## config.mk

```make
export PLATFORM = sky130hd
export DESIGN_NAME = handshake_wait_ctrl
export DESIGN_NICKNAME = d
export VERILOG_FILES = /design/src/rtl/handshake_wait_ctrl.sv
export SDC_FILE = /design/constraint.sdc
export NUM_CORES = 1
export LEC_CHECK = 0
export ABC_AREA = 0
export BUFFER_PORTS_ARGS = -buffer_cell sky130_fd_sc_hd__clkbuf_2
export CAP_MARGIN = 5
export CORE_MARGIN = 2
export CORE_UTILIZATION = 55
export DETAILED_ROUTE_END_ITERATION = 8
export PLACE_DENSITY = 0.86
export SLEW_MARGIN = 10
export SYNTH_ARGS = -nofsm -noshare
export SYNTH_HDL_FRONTEND = slang
export SYNTH_SLANG_ARGS = --single-unit
```

## constraint.sdc

```tcl
create_clock -name clk -period 3.2 [get_ports clk]
set_input_delay 0.64 -clock clk [delete_from_list [all_inputs] [get_ports clk]]
set_output_delay 0.64 -clock clk [all_outputs]
set_load 0.01 [all_outputs]
```

## src/rtl/handshake_wait_ctrl.sv

```systemverilog
// handshake_wait_ctrl: arms a sequence detector with the expected handshake PID, waits with timeout, and drives resend/fail decisions
module handshake_wait_ctrl #(
  parameter logic [15:0] TIMEOUT_CYC = 16'd200,
  parameter logic [1:0]  MAX_RETRY   = 2'd3
) (
  input  logic       clk,
  input  logic       rst,
  input  logic       hs_start,
  input  logic [7:0] exp_pid,
  input  logic       hs_abort,
  input  logic       rx_bit,
  input  logic       rx_bit_valid,
  output logic [7:0] det_seq,
  output logic       det_bit,
  output logic       det_bit_valid,
  input  logic       det_hit,
  output logic       busy,
  output logic       hs_done,
  output logic       retry_req,
  output logic       hs_fail,
  output logic [1:0] retry_cnt
);
  localparam logic [1:0] S_IDLE   = 2'd0;
  localparam logic [1:0] S_ARM    = 2'd1;
  localparam logic [1:0] S_WAIT   = 2'd2;
  localparam logic [1:0] S_RESEND = 2'd3;
  logic [1:0]  state;
  logic [15:0] tcnt;
  logic        timeout;
  logic        late;
  assign timeout       = tcnt == TIMEOUT_CYC - 16'd1;
  assign late          = retry_req | hs_fail;
  assign det_bit       = rx_bit;
  assign det_bit_valid = rx_bit_valid && (state == S_WAIT);
  assign busy          = state != S_IDLE;
  // handshake FSM: arm, wait with timeout, resend or fail; a hit one cycle after a timeout ends the transaction quietly
  always_ff @(posedge clk or negedge rst) begin
    if (!rst) begin
      state     <= S_IDLE;
      det_seq   <= 8'h00;
      tcnt      <= 16'd0;
      retry_cnt <= 2'd0;
      hs_done   <= 1'b0;
      retry_req <= 1'b0;
      hs_fail   <= 1'b0;
    end else begin
      hs_done   <= 1'b0;
      retry_req <= 1'b0;
      hs_fail   <= 1'b0;
      if (hs_abort) begin
        state <= S_IDLE;
      end else begin
        case (state)
          S_IDLE: if (hs_start) begin
            det_seq   <= exp_pid;
            retry_cnt <= 2'd0;
            state     <= S_ARM;
          end
          S_ARM: begin
            tcnt  <= 16'd0;
            state <= S_WAIT;
          end
          S_WAIT: begin
            tcnt <= tcnt + 16'd1;
            if (det_hit) begin
              hs_done <= 1'b1;
              state   <= S_IDLE;
            end else if (timeout && retry_cnt < MAX_RETRY) begin
              retry_req <= 1'b1;
              retry_cnt <= retry_cnt + 2'd1;
              state     <= S_RESEND;
            end else if (timeout) begin
              hs_fail <= 1'b1;
              state   <= S_IDLE;
            end
          end
          default: state <= (late && det_hit) ? S_IDLE : hs_start ? S_ARM : S_RESEND;
        endcase
      end
    end
  end
endmodule

```

After elaboration in Yosys (flattened, before gate mapping)

Index checks and enable logic that the tools add are counted.

Flip-flop bits (word level): 31
Bits in latches: 0
RAM bits: 0
Bits in read-only memories: 0
Bits of input ports: 15
Output and inout port bits: 16
Logic and storage cells: 56
Memories: 0

Add/sub/neg operators: 2
$mul: 0
Divide/modulo/power cells: 0
$lt $le $gt $ge: 1
Equality and inequality tests: 8
Shift-type cells: 0
Muxes and demuxes: 25
Bitwise operators: 2
Reductions and logical operators: 11

Operator list:

| operator                                                                | number |
|---|---|
| 16-bit one-hot mux with 2 select lines                                  | 1 |
| 2-bit 2-to-1 mux                                                        | 10 |
| 16-bit by 1-bit adder with 16-bit output, second input constant         | 1 |
| 16-bit by 8-bit == test with 1-bit output, second input constant        | 1 |
| 1-bit 2-to-1 mux                                                        | 12 |
| 2-bit one-hot mux with 3 select lines                                   | 1 |
| 2-bit nonzero test                                                      | 3 |
| 5-bit by 4-bit inequality test with 1-bit output, second input constant | 1 |
| 5-bit AND reduction                                                     | 1 |
| 2-bit inequality test, second input constant                            | 2 |
| 2-bit one-hot mux with 2 select lines                                   | 1 |
| 2-bit AND reduction                                                     | 2 |
| 1-bit logical AND                                                       | 3 |
| 3-bit inequality test, second input constant                            | 1 |
| 3-bit AND reduction                                                     | 1 |
| 2-bit by 1-bit adder with 2-bit output, second input constant           | 1 |
| 2-bit by 1-bit == test with 1-bit output, second input constant         | 1 |
| 2-bit == test, second input constant                                    | 1 |
| 2-bit logical NOT                                                       | 1 |
| 2-bit less-than comparator, second input constant                       | 1 |
| 2-bit by 1-bit inequality test with 1-bit output, second input constant | 1 |
| 1-bit inverter                                                          | 1 |
| 1-bit bitwise OR                                                        | 1 |

Logic depth before layout (Yosys ltp)

Gate-level depths: netlist (run 1).

Word-level depth: 6
Depth in mapped cells: 7
Mapped depth without buffers: 6

Worst setup path before layout (run 1)

No wires, ideal clock.

Path type: reg-to-reg
Start point: register state[0]
End point: register tcnt[15]
Library setup time: 0.074 ns
Arrival time: 1.743 ns
Required time: 3.126 ns
Slack: 1.384 ns
Stages on the path, launching flop included: 7
Buffers on the path: 0
Cell sequence: dfrtp_1 > inv_1 > ha_1 > and4b_1 > nand3_4 > or4_4 > a21oi_2

Word-level cells in the longest chain between the ends: 3
Elaborated cells on any way between the ends: 5
Those cells by class: eq/ne (2); mux (1); reduce/logical (2)

Ends and longest elaborated chain:

| element                                                                          | RTL line | text |
|---|---|---|
| start: declaration                                                               | 27       | `logic [1:0] state;` |
| start signal: assignment                                                         | 77       | `default: state <= (late && det_hit) ? S_IDLE : hs_start ? S_ARM : S_RESEND;` |
| 2-bit == test / 2-bit by 1-bit == test with 1-bit output (equally long branches) | 53       | `case (state)` |
| 2-bit nonzero test (no source line)                                              | n/a      |  |
| 2-bit AND reduction (no source line)                                             | n/a      |  |
| end signal: assignment                                                           | 64       | `tcnt <= tcnt + 16'd1;` |
| end: declaration                                                                 | 28       | `logic [15:0] tcnt;` |

Several ways; a longest one is shown, not always the timed one.
A chain may end at the register's enable or synchronous reset.

Worst setup path in the final report (run 1)

Start point: register state[0]
End point: output det_bit_valid

Word-level cells in the longest chain between the ends: 2

Ends and longest elaborated chain:

| element           | RTL line | text |
|---|---|---|
| 2-bit == test     | 34       | `assign det_bit_valid = rx_bit_valid && (state == S_WAIT);` |
| 1-bit logical AND | 34       |  |
| end: declaration  | 15       | `output logic det_bit_valid,` |

Every way passes these cells.

==> results of run 1 <==
## worst max-delay path: stages, from the launching register on
cell	delay [ns]
sky130_fd_sc_hd__dfrtp_1	0.43
sky130_fd_sc_hd__inv_1	0.09
sky130_fd_sc_hd__ha_1	0.48
sky130_fd_sc_hd__and2_1	0.20
sky130_fd_sc_hd__clkbuf_2	0.12
## through the flow
stage / util / setup WS, ns / hold slack [ns] / instances / power (mW)
after floorplan: - / 1.38 / 0.344 / 167 / 0.775
after global placement: 0.641 / 1.17 / 0.486 / 220 / 0.890
after detailed placement: 0.641 / 1.13 / 0.496 / 220 / 0.913
after CTS: 0.659 / 0.881 / 0.364 / 228 / 1.13
after global routing: 0.659 / 0.777 / 0.409 / 228 / 1.19
final: 0.659 / 0.898 / 0.340 / 228 / 1.12
## synth_stat cells, types with 5 or more instances
cell type                  number  share of area
sky130_fd_sc_hd__dfrtp_1       31           0.47
sky130_fd_sc_hd__ha_1           6          0.045
sky130_fd_sc_hd__inv_1          5          0.011
sky130_fd_sc_hd__mux2_2         8          0.054
sky130_fd_sc_hd__nand2_1       18          0.041
sky130_fd_sc_hd__nand3_1        6          0.018
sky130_fd_sc_hd__nand4_1        6          0.023
sky130_fd_sc_hd__nor2_1        11          0.025
sky130_fd_sc_hd__o211ai_1       8          0.036
sky130_fd_sc_hd__o21ai_0       10          0.030
## state kept, by name, indices dropped and copies added, names as in the netlist
name       count
det_seq        8
retry_cnt      2
state          2
hs_fail        1
retry_req      1
tcnt          16
hs_done        1
## metal layers
| metal | wire length [um] | global-route usage | part of all wire |
|---|---|---|---|
| met1 | 1480 | 0.271 | 0.43 |
| met3 | 235 | 0.0699 | 0.069 |
| met2 | 1650 | 0.363 | 0.48 |
| met4 | 53 | 0.0779 | 0.015 |
| met5 | 0 | 0 | 0 |
## final cells by class
type / instances / area (um^2)
Timing Repair Buffer: 28 / 140
Tap cell: 31 / 38.8
Clock inverter: 1 / 5.00
Sequential cell: 31 / 776
Multi-Input combinational cell: 125 / 840
Inverter: 5 / 18.8
Clock buffer: 7 / 45.0
Fill cell: 244 / 966
## cells by family (layout without fill, tap and decap cells)
family,Yosys count,in the layout,share of synthesized area
AO/OA/AOI/OAI,34,34,0.136
XOR/XNOR,4,4,0.0210
adder cells (fa/ha/maj),6,6,0.0450
buffers and inverters,11,41,0.0315
flip-flops,31,31,0.465
multiplexers,10,10,0.0660
AND/OR/NAND/NOR,71,71,0.236
## power by group through the flow
| stage | Sequential, mW | Combinational (mW) | Clock, mW |
|---|---|---|---|
| after floorplan | 0.545 | 0.230 | 0 |
| after global placement | 0.520 | 0.369 | 0 |
| after detailed placement | 0.528 | 0.385 | 0 |
| after CTS | 0.520 | 0.388 | 0.221 |
| after global routing | 0.530 | 0.430 | 0.233 |
| final | 0.519 | 0.388 | 0.214 |
## layout by cell type, fill, tap and decap left out, drive strengths merged, types with 2 or more instances in the layout
cell type	instances
o2bb2ai	2
or2	2
inv	5
dfrtp	31
nand4	6
or4	4
and3	4
a21o	2
o21ai	10
and2	3
a21oi	5
mux2i	2
nand3	7
nand2	18
ha	6
o211ai	8
xor2	4
and4	2
nor2	11
mux2	8
clkbuf	35
nor4	3
nand2b	4
o31ai	4
nor3	3
## how the worst min path moves through the flow
stage / start / endpoint / slack, ns / cells past startpoint
3_3_place_gp: det_seq[1] / det_seq[1] / 0.49 / 1
6_report: rst / state[0] / 0.34 / 1
4_1_cts: rst / state[0] / 0.36 / 1
2_1_floorplan: rst / det_seq[0] / 0.34 / 0
5_1_grt: rst / state[0] / 0.41 / 1
3_5_place_dp: det_seq[5] / det_seq[5] / 0.50 / 1
==> flow_summary.html, run 1 <==
<table>
<tr><th>Metric</th><th>Value</th></tr>
<tr><th colspan="2">Floorplan</th></tr>
<tr><td>Std-Cell Core Area</td><td>2830 um^2</td></tr>
<tr><td>Die area</td><td>3490 um^2</td></tr>
<tr><td>Height of the die</td><td>59.1 um</td></tr>
<tr><td>Starting Density</td><td>0.590</td></tr>
<tr><td>Placement Rows</td><td>19</td></tr>
<tr><td>Top-level I/O count</td><td>31</td></tr>
<tr><td>Overall die width</td><td>59.1 um</td></tr>
<tr><th colspan="2">Critical path</th></tr>
<tr><td>WS Path Type</td><td>reg -&gt; out</td></tr>
<tr><td>R2r endpoint</td><td>tcnt[10]</td></tr>
<tr><td>Crit path DAT</td><td>1.66 ns</td></tr>
<tr><td>Number of cell instances on the worst register-to-register path</td><td>6</td></tr>
<tr><td>Maximum fanout count along the critical path</td><td>15</td></tr>
<tr><td>Critical path launch point</td><td>state[0]</td></tr>
<tr><td>FF-to-FF setup slack</td><td>1.09 ns</td></tr>
<tr><td>R2r startpoint</td><td>state[1]</td></tr>
<tr><td>Kind of capture point of the worst setup path</td><td>output port</td></tr>
<tr><td>Setup crit end</td><td>det_bit_valid</td></tr>
<tr><td>Startpoint class of the critical path</td><td>register</td></tr>
<tr><td>Data required, critical path</td><td>2.56 ns</td></tr>
<tr><th colspan="2">Placed design</th></tr>
<tr><td>HPWL after detailed placement</td><td>2560 um</td></tr>
<tr><td>PortBufs</td><td>28</td></tr>
<tr><td>Cell area after placement</td><td>1810 um^2</td></tr>
<tr><td>RD Place Congestion</td><td>0.906</td></tr>
<tr><th colspan="2">Min path</th></tr>
<tr><td>Min-Delay Path Class</td><td>in -&gt; async</td></tr>
<tr><th colspan="2">STA</th></tr>
<tr><td>Final period util</td><td>0.719</td></tr>
<tr><td>Transition time of the tightest slew-check pin</td><td>0.729 ns</td></tr>
<tr><td>Fmax</td><td>434 MHz</td></tr>
<tr><td>Final setup viols</td><td>0</td></tr>
<tr><td>RSZ-0062 raised after global routing</td><td>no</td></tr>
<tr><td>Count of final hold-check violations</td><td>0</td></tr>
<tr><td>Worst relative slew slack</td><td>0.514</td></tr>
<tr><td>Min cycle time layout</td><td>2.30 ns</td></tr>
<tr><td>Slew Viols, Final</td><td>0</td></tr>
<tr><td>Final sum of negative setup slack</td><td>0 ns</td></tr>
<tr><td>Worst-case clock skew</td><td>0.00988 ns</td></tr>
<tr><th colspan="2">Final layout</th></tr>
<tr><td>Relative area change from synthesis to final layout</td><td>11.7%</td></tr>
<tr><td>Final non-filler cell area</td><td>1860 um^2</td></tr>
<tr><td>Diodes inserted</td><td>0</td></tr>
<tr><td>Final nets</td><td>217</td></tr>
<tr><td>Ratio of cells with drive above 1 in the final layout</td><td>0.244</td></tr>
<tr><th colspan="2">Pwr</th></tr>
<tr><td>P per Cell Area</td><td>602 nW/um^2</td></tr>
<tr><td>Fraction of power consumed by the clock network</td><td>0.191</td></tr>
<tr><td>Highest ir drop seen on vdd</td><td>0.000330 V</td></tr>
<tr><td>Net switching component of the power</td><td>0.408 mW</td></tr>
<tr><td>Leakage power figure</td><td>0.874 nW</td></tr>
<tr><td>Switching share of total power</td><td>0.364</td></tr>
<tr><td>Reg power frac</td><td>0.463</td></tr>
<tr><td>Internal Power</td><td>0.713 mW</td></tr>
<tr><td>Share of total power in combinational logic</td><td>0.346</td></tr>
<tr><th colspan="2">Detailed routing</th></tr>
<tr><td>Vias after detailed routing</td><td>1,405</td></tr>
<tr><td>Vias/cell</td><td>6.16</td></tr>
<tr><td>Final routed wirelength across all metal layers</td><td>3420 um</td></tr>
<tr><td>Routed wire length per instance</td><td>15.0 um</td></tr>
<tr><td>Iter 0 DRT Violations</td><td>41</td></tr>
<tr><td>DR DRC count</td><td>0</td></tr>
<tr><td>ANT nets after route</td><td>0</td></tr>
<tr><td>Length of the first detailed-routing pass in iterations</td><td>4</td></tr>
<tr><th colspan="2">Global routing</th></tr>
<tr><td>Total GRT Usage</td><td>0.220</td></tr>
<tr><td>Global route total overflow</td><td>0</td></tr>
<tr><td>Antenna violations before repair</td><td>0</td></tr>
<tr><td>Largest net degree at the start of global routing</td><td>32</td></tr>
<tr><td>First-pass GRT wire length</td><td>5770 um</td></tr>
<tr><td>Number of global-route vias before repair</td><td>1,334</td></tr>
<tr><th colspan="2">Run</th></tr>
<tr><td>Max-capacitance violation count</td><td>0</td></tr>
<tr><th colspan="2">Clock tree</th></tr>
<tr><td>Cts-stage hold buffer count</td><td>0</td></tr>
<tr><td>Cts bufs inserted</td><td>5</td></tr>
<tr><td>Maximum clock insertion buffer count</td><td>2</td></tr>
<tr><td>Post-CTS setup buffer count</td><td>0</td></tr>
<tr><td>H-tree levels</td><td>2</td></tr>
<tr><td>Clock tree from TritonCTS</td><td>built</td></tr>
<tr><td>CTS sink cnt</td><td>31</td></tr>
<tr><td>Clock slew at reported path FFs</td><td>0.10 ns</td></tr>
<tr><td>Number of resized instances in the post-cts repair step</td><td>0</td></tr>
<tr><td>Master cell of the clock root buffer</td><td>sky130_fd_sc_hd__clkbuf_4</td></tr>
<tr><td>Worst-skew pair later-pin latency</td><td>0.34 ns</td></tr>
<tr><th colspan="2">Logic synthesis</th></tr>
<tr><td>Sequential element share of the synthesized area</td><td>0.465</td></tr>
<tr><td>Per-instance average area after synthesis</td><td>9.99 um^2</td></tr>
<tr><td>Count of warnings emitted by yosys</td><td>0</td></tr>
<tr><td>Gate Count Post-Synth</td><td>167</td></tr>
<tr><td>Post-Synthesis Cell Area</td><td>1670 um^2</td></tr>
<tr><td>Number of nets in the synthesized netlist</td><td>188</td></tr>
<tr><td>Unique cell type count in the Yosys netlist</td><td>37</td></tr>
<tr><td>Main flop type after synthesis</td><td>sky130_fd_sc_hd__dfrtp_1</td></tr>
<tr><td>Number of flops mapped to enable cells by yosys</td><td>0</td></tr>
<tr><td>Asr flop ratio synth</td><td>1.00</td></tr>
<tr><td>FF+latch count, synth</td><td>31</td></tr>
<tr><th colspan="2">Run status</th></tr>
<tr><td>Outcome</td><td>finished, final reports clean</td></tr>
</table>
Power figures use the tool's default switching activity.
==> run 2: changes to the inputs <==
--- a/config.mk
+++ b/config.mk
@@ -9,9 +9,9 @@
 export BUFFER_PORTS_ARGS = -buffer_cell sky130_fd_sc_hd__clkbuf_2
 export CAP_MARGIN = 5
 export CORE_MARGIN = 2
-export CORE_UTILIZATION = 55
+export CORE_UTILIZATION = 49
 export DETAILED_ROUTE_END_ITERATION = 8
-export PLACE_DENSITY = 0.86
+export PLACE_DENSITY = 0.82
 export SLEW_MARGIN = 10
 export SYNTH_ARGS = -nofsm -noshare
 export SYNTH_HDL_FRONTEND = slang
==> constraint.sdc (replaced) <==
create_clock -name clk -period 2.1 [get_ports clk]
set_input_delay 0.42 -clock clk [delete_from_list [all_inputs] [get_ports clk]]
set_output_delay 0.42 -clock clk [all_outputs]
set_load 0.01 [all_outputs]
==> run 2 against run 1 <==
  * Clock power grew 130%
  * First-iteration DRC count is 61% higher
  * Die area rose by 11%
  * Non-clock buffer count rose by 6
  * Core utilization decreased by 6.5 points
  * Sequential cell count stayed put
  * Largest cell class unchanged
==> flow_summary.html, run 2 (synthesis results as in run 1) <==
<table>
<tr><th>Metric</th><th>Value</th></tr>
<tr><th colspan="2">STA</th></tr>
<tr><td>Fmax</td><td>501 MHz</td></tr>
<tr><td>Final sum of negative setup slack</td><td>0 ns (unchanged)</td></tr>
<tr><td>RSZ-0062 raised after global routing</td><td>no (unchanged)</td></tr>
<tr><td>Final setup viols</td><td>0 (unchanged)</td></tr>
<tr><td>Transition time of the tightest slew-check pin</td><td>0.757 ns (was 0.729 ns)</td></tr>
<tr><td>Slew Viols, Final</td><td>0 (unchanged)</td></tr>
<tr><td>Min cycle time layout</td><td>2.00 ns</td></tr>
<tr><td>Final period util</td><td>0.951</td></tr>
<tr><td>Worst relative slew slack</td><td>0.495 (was 0.514)</td></tr>
<tr><td>Worst-case clock skew</td><td>0.00776 ns (was 0.00988 ns)</td></tr>
<tr><td>Count of final hold-check violations</td><td>0 (unchanged)</td></tr>
<tr><td>Worst Slack Setup Final</td><td>0.102 ns (was 0.898 ns)</td></tr>
<tr><th colspan="2">Clock tree</th></tr>
<tr><td>H-tree levels</td><td>2 (unchanged)</td></tr>
<tr><td>Maximum clock insertion buffer count</td><td>2 (unchanged)</td></tr>
<tr><td>Worst-skew pair later-pin latency</td><td>0.33 ns (was 0.34 ns)</td></tr>
<tr><td>Clock tree from TritonCTS</td><td>built (unchanged)</td></tr>
<tr><td>CTS sink cnt</td><td>31 (unchanged)</td></tr>
<tr><td>Clock slew at reported path FFs</td><td>0.10 ns (about the same)</td></tr>
<tr><td>Cts-stage hold buffer count</td><td>0 (unchanged)</td></tr>
<tr><td>Cts bufs inserted</td><td>5 (unchanged)</td></tr>
<tr><td>Master cell of the clock root buffer</td><td>sky130_fd_sc_hd__clkbuf_4 (unchanged)</td></tr>
<tr><th colspan="2">Floorplan</th></tr>
<tr><td>Top-level I/O count</td><td>31 (unchanged)</td></tr>
<tr><td>Std-Cell Core Area</td><td>3310 um^2 (was 2830 um^2)</td></tr>
<tr><td>Starting Density</td><td>0.504 (was 0.590)</td></tr>
<tr><td>Height of the die</td><td>62.3 um (was 59.1 um)</td></tr>
<tr><td>Placement Rows</td><td>21 (was 19)</td></tr>
<tr><td>Overall die width</td><td>62.3 um (was 59.1 um)</td></tr>
<tr><td>Die area</td><td>3890 um^2 (was 3490 um^2)</td></tr>
<tr><th colspan="2">Global routing</th></tr>
<tr><td>First-pass GRT wire length</td><td>5980 um (was 5770 um)</td></tr>
<tr><td>Total GRT Usage</td><td>0.195 (was 0.220)</td></tr>
<tr><td>Global route total overflow</td><td>0 (unchanged)</td></tr>
<tr><td>Largest net degree at the start of global routing</td><td>32 (unchanged)</td></tr>
<tr><td>Number of global-route vias before repair</td><td>1,336 (was 1,334)</td></tr>
<tr><td>Antenna violations before repair</td><td>0 (unchanged)</td></tr>
<tr><th colspan="2">Critical path</th></tr>
<tr><td>Number of buffers and inverters on the critical path</td><td>3 (was 2)</td></tr>
<tr><td>Kind of capture point of the worst setup path</td><td>output port (unchanged)</td></tr>
<tr><td>Maximum fanout count along the critical path</td><td>9 (was 15)</td></tr>
<tr><td>R2r startpoint</td><td>state[0] (was state[1])</td></tr>
<tr><td>Max stage delay cell, worst path</td><td>sky130_fd_sc_hd__dfrtp_1 (was sky130_fd_sc_hd__ha_1)</td></tr>
<tr><td>Startpoint class of the critical path</td><td>register (unchanged)</td></tr>
<tr><td>Crit path largest cell delay</td><td>0.43 ns (was 0.48 ns)</td></tr>
<tr><td>FF-to-FF setup slack</td><td>0.18 ns (was 1.09 ns)</td></tr>
<tr><td>WS Path Type</td><td>reg -&gt; out (unchanged)</td></tr>
<tr><td>R2r endpoint</td><td>tcnt[15] (was tcnt[10])</td></tr>
<tr><td>Category of cells accounting for the largest share of critical-path delay</td><td>flip-flops (was adder cells)</td></tr>
<tr><td>Crit path DAT</td><td>1.58 ns (was 1.66 ns)</td></tr>
<tr><td>Number of cell instances on the worst register-to-register path</td><td>6 (unchanged)</td></tr>
<tr><td>Cell Chain, Critical Path</td><td>inv_1 -&gt; ha_2 -&gt; buf_4 -&gt; and2_1 -&gt; clkbuf_2 (was inv_1 -&gt; ha_1 -&gt; and2_1 -&gt; clkbuf_2)</td></tr>
<tr><td>Critical Path Stages</td><td>5 (was 4)</td></tr>
<tr><td>Setup crit end</td><td>det_bit_valid (unchanged)</td></tr>
<tr><td>Critical path launch point</td><td>state[0] (unchanged)</td></tr>
<tr><td>Data required, critical path</td><td>1.68 ns (was 2.56 ns)</td></tr>
<tr><th colspan="2">Run status</th></tr>
<tr><td>Outcome</td><td>finished, final reports clean (unchanged)</td></tr>
<tr><th colspan="2">Pwr</th></tr>
<tr><td>Highest ir drop seen on vdd</td><td>0.000474 V (was 0.000330 V)</td></tr>
<tr><td>Leakage power figure</td><td>0.922 nW (was 0.874 nW)</td></tr>
<tr><td>P per Cell Area</td><td>972 nW/um^2 (was 602 nW/um^2)</td></tr>
<tr><th colspan="2">Final layout</th></tr>
<tr><td>Final nets</td><td>223 (was 217)</td></tr>
<tr><td>Leading cell type in the layout, fill and taps excluded</td><td>sky130_fd_sc_hd__dfrtp_1 (unchanged)</td></tr>
<tr><td>Top flop regs</td><td>tcnt: 16 flops, det_seq: 8 flops (unchanged)</td></tr>
<tr><td>Flip-flop count of the largest register, all copies and words added</td><td>16 (unchanged)</td></tr>
<tr><td>Register name with the most flops</td><td>tcnt (unchanged)</td></tr>
<tr><td>Count of fill cells added during filler insertion</td><td>302 (was 244)</td></tr>
<tr><td>Most used cells in the layout excluding fill and tap cells</td><td>31 x sky130_fd_sc_hd__dfrtp_1, 28 x sky130_fd_sc_hd__clkbuf_2, 18 x sky130_fd_sc_hd__nand2_1 (unchanged)</td></tr>
<tr><td>Relative area change from synthesis to final layout</td><td>17.9% (was 11.7%)</td></tr>
<tr><td>Diodes inserted</td><td>0 (unchanged)</td></tr>
<tr><td>Multi-input gate area</td><td>842 um^2 (was 840 um^2)</td></tr>
<tr><td>Footprint of the flip-flops and latches</td><td>776 um^2 (unchanged)</td></tr>
<tr><td>Ratio of cells with drive above 1 in the final layout</td><td>0.281 (was 0.244)</td></tr>
<tr><th colspan="2">Placed design</th></tr>
<tr><td>RD Place Congestion</td><td>0.838 (was 0.906)</td></tr>
<tr><td>HPWL after detailed placement</td><td>2540 um (was 2560 um)</td></tr>
<tr><td>Setup Slack @ Placement</td><td>0.217 ns (was 1.13 ns)</td></tr>
<tr><td>PortBufs</td><td>28 (unchanged)</td></tr>
<tr><th colspan="2">Detailed routing</th></tr>
<tr><td>DR DRC count</td><td>0 (unchanged)</td></tr>
<tr><td>Vias/cell</td><td>5.61 (was 6.16)</td></tr>
<tr><td>Routed wire length per instance</td><td>13.9 um (was 15.0 um)</td></tr>
<tr><td>Length of the first detailed-routing pass in iterations</td><td>4 (unchanged)</td></tr>
<tr><td>Vias after detailed routing</td><td>1,397 (was 1,405)</td></tr>
<tr><td>Iter 0 DRT Violations</td><td>66 (was 41)</td></tr>
<tr><td>ANT nets after route</td><td>0 (unchanged)</td></tr>
<tr><td>Final routed wirelength across all metal layers</td><td>3460 um (was 3420 um)</td></tr>
<tr><th colspan="2">Min path</th></tr>
<tr><td>Min-Delay Path Class</td><td>in -&gt; async (unchanged)</td></tr>
<tr><th colspan="2">Run</th></tr>
<tr><td>Max-capacitance violation count</td><td>0 (unchanged)</td></tr>
</table>
==> run 2: cell count changes in the layout (fill, tap and decap cells not counted) <==
cell,previous run,this run
sky130_fd_sc_hd__buf_4,0,6
sky130_fd_sc_hd__clkbuf_1,2,0
sky130_fd_sc_hd__ha_1,6,5
sky130_fd_sc_hd__bufinv_16,0,1
sky130_fd_sc_hd__clkbuf_8,0,1
sky130_fd_sc_hd__ha_2,0,1
==> run 2: worst register-to-register path, cell delays in order (launching register included) <==
cell and delay [ns]:
sky130_fd_sc_hd__dfrtp_1 0.41, sky130_fd_sc_hd__inv_1 0.08, sky130_fd_sc_hd__ha_1 0.33, sky130_fd_sc_hd__and4b_1 0.29, sky130_fd_sc_hd__nand3_4 0.11, sky130_fd_sc_hd__or4_4 0.50, sky130_fd_sc_hd__a21oi_2 0.14
==> run 2: routing by layer <==
metal / up-vias / share of wire / track usage
li1: 686 / - / -
met1: 663 / 0.47 / 0.245
met2: 40 / 0.47 / 0.319
met3: 8 / 0.051 / 0.0598
met4: 0 / 0.015 / 0.0694
met5: - / 0 / 0
==> run 2: how the worst min path moves through the flow <==
| stage | start | endpoint | slack (ns) |
|---|---|---|---|
| 3_5_place_dp | det_seq[7] | det_seq[7] | 0.49 |
| 3_3_place_gp | det_seq[2] | det_seq[2] | 0.49 |
| 2_1_floorplan | rst | det_seq[0] | 0.12 |
| 5_1_grt | rst | tcnt[8] | 0.17 |
| 6_report | rst | retry_req | 0.14 |
| 4_1_cts | rst | det_seq[5] | 0.15 |
==> run 2: final cells by class <==
class,count,area share
clock buffers,6,0.0261
repair buffers,34,0.0942
clock inverters,2,0.0178
inverters,5,0.00955
well taps,46,0.0293
flip-flops and latches,31,0.395
multi-input cells,125,0.428
==> run 2: repair_timing <==
| item | in CTS | in global routing |
|---|---|---|
| resized for setup | 1 | 0 |
| setup buffers | 0 | 0 |
| endpoints found under the setup margin | 1 | 0 |
| endpoints found under the hold margin | 0 | 0 |
==> run 2: where the power goes <==
part | internal, mW | leakage [nW] | switching, mW
Sequential | 0.712 | 0.413 | 0.0770
Clock | 0.281 | 0.0482 | 0.211
Combinational | 0.277 | 0.460 | 0.353
==> run 2: per-stage QoR <==
| step | std cells | cell area (um^2) | util | hold slack, ns | total power [mW] |
|---|---|---|---|---|---|
| 2_1_floorplan | 167 | 1670 | - | 0.124 | 1.18 |
| 3_3_place_gp | 241 | 1880 | 0.567 | 0.486 | 1.40 |
| 3_5_place_dp | 241 | 1880 | 0.567 | 0.494 | 1.43 |
| 4_1_cts | 249 | 1970 | 0.594 | 0.148 | 1.93 |
| 5_1_grt | 249 | 1970 | 0.594 | 0.173 | 2.03 |
| 6_report | 249 | 1970 | 0.594 | 0.135 | 1.91 |
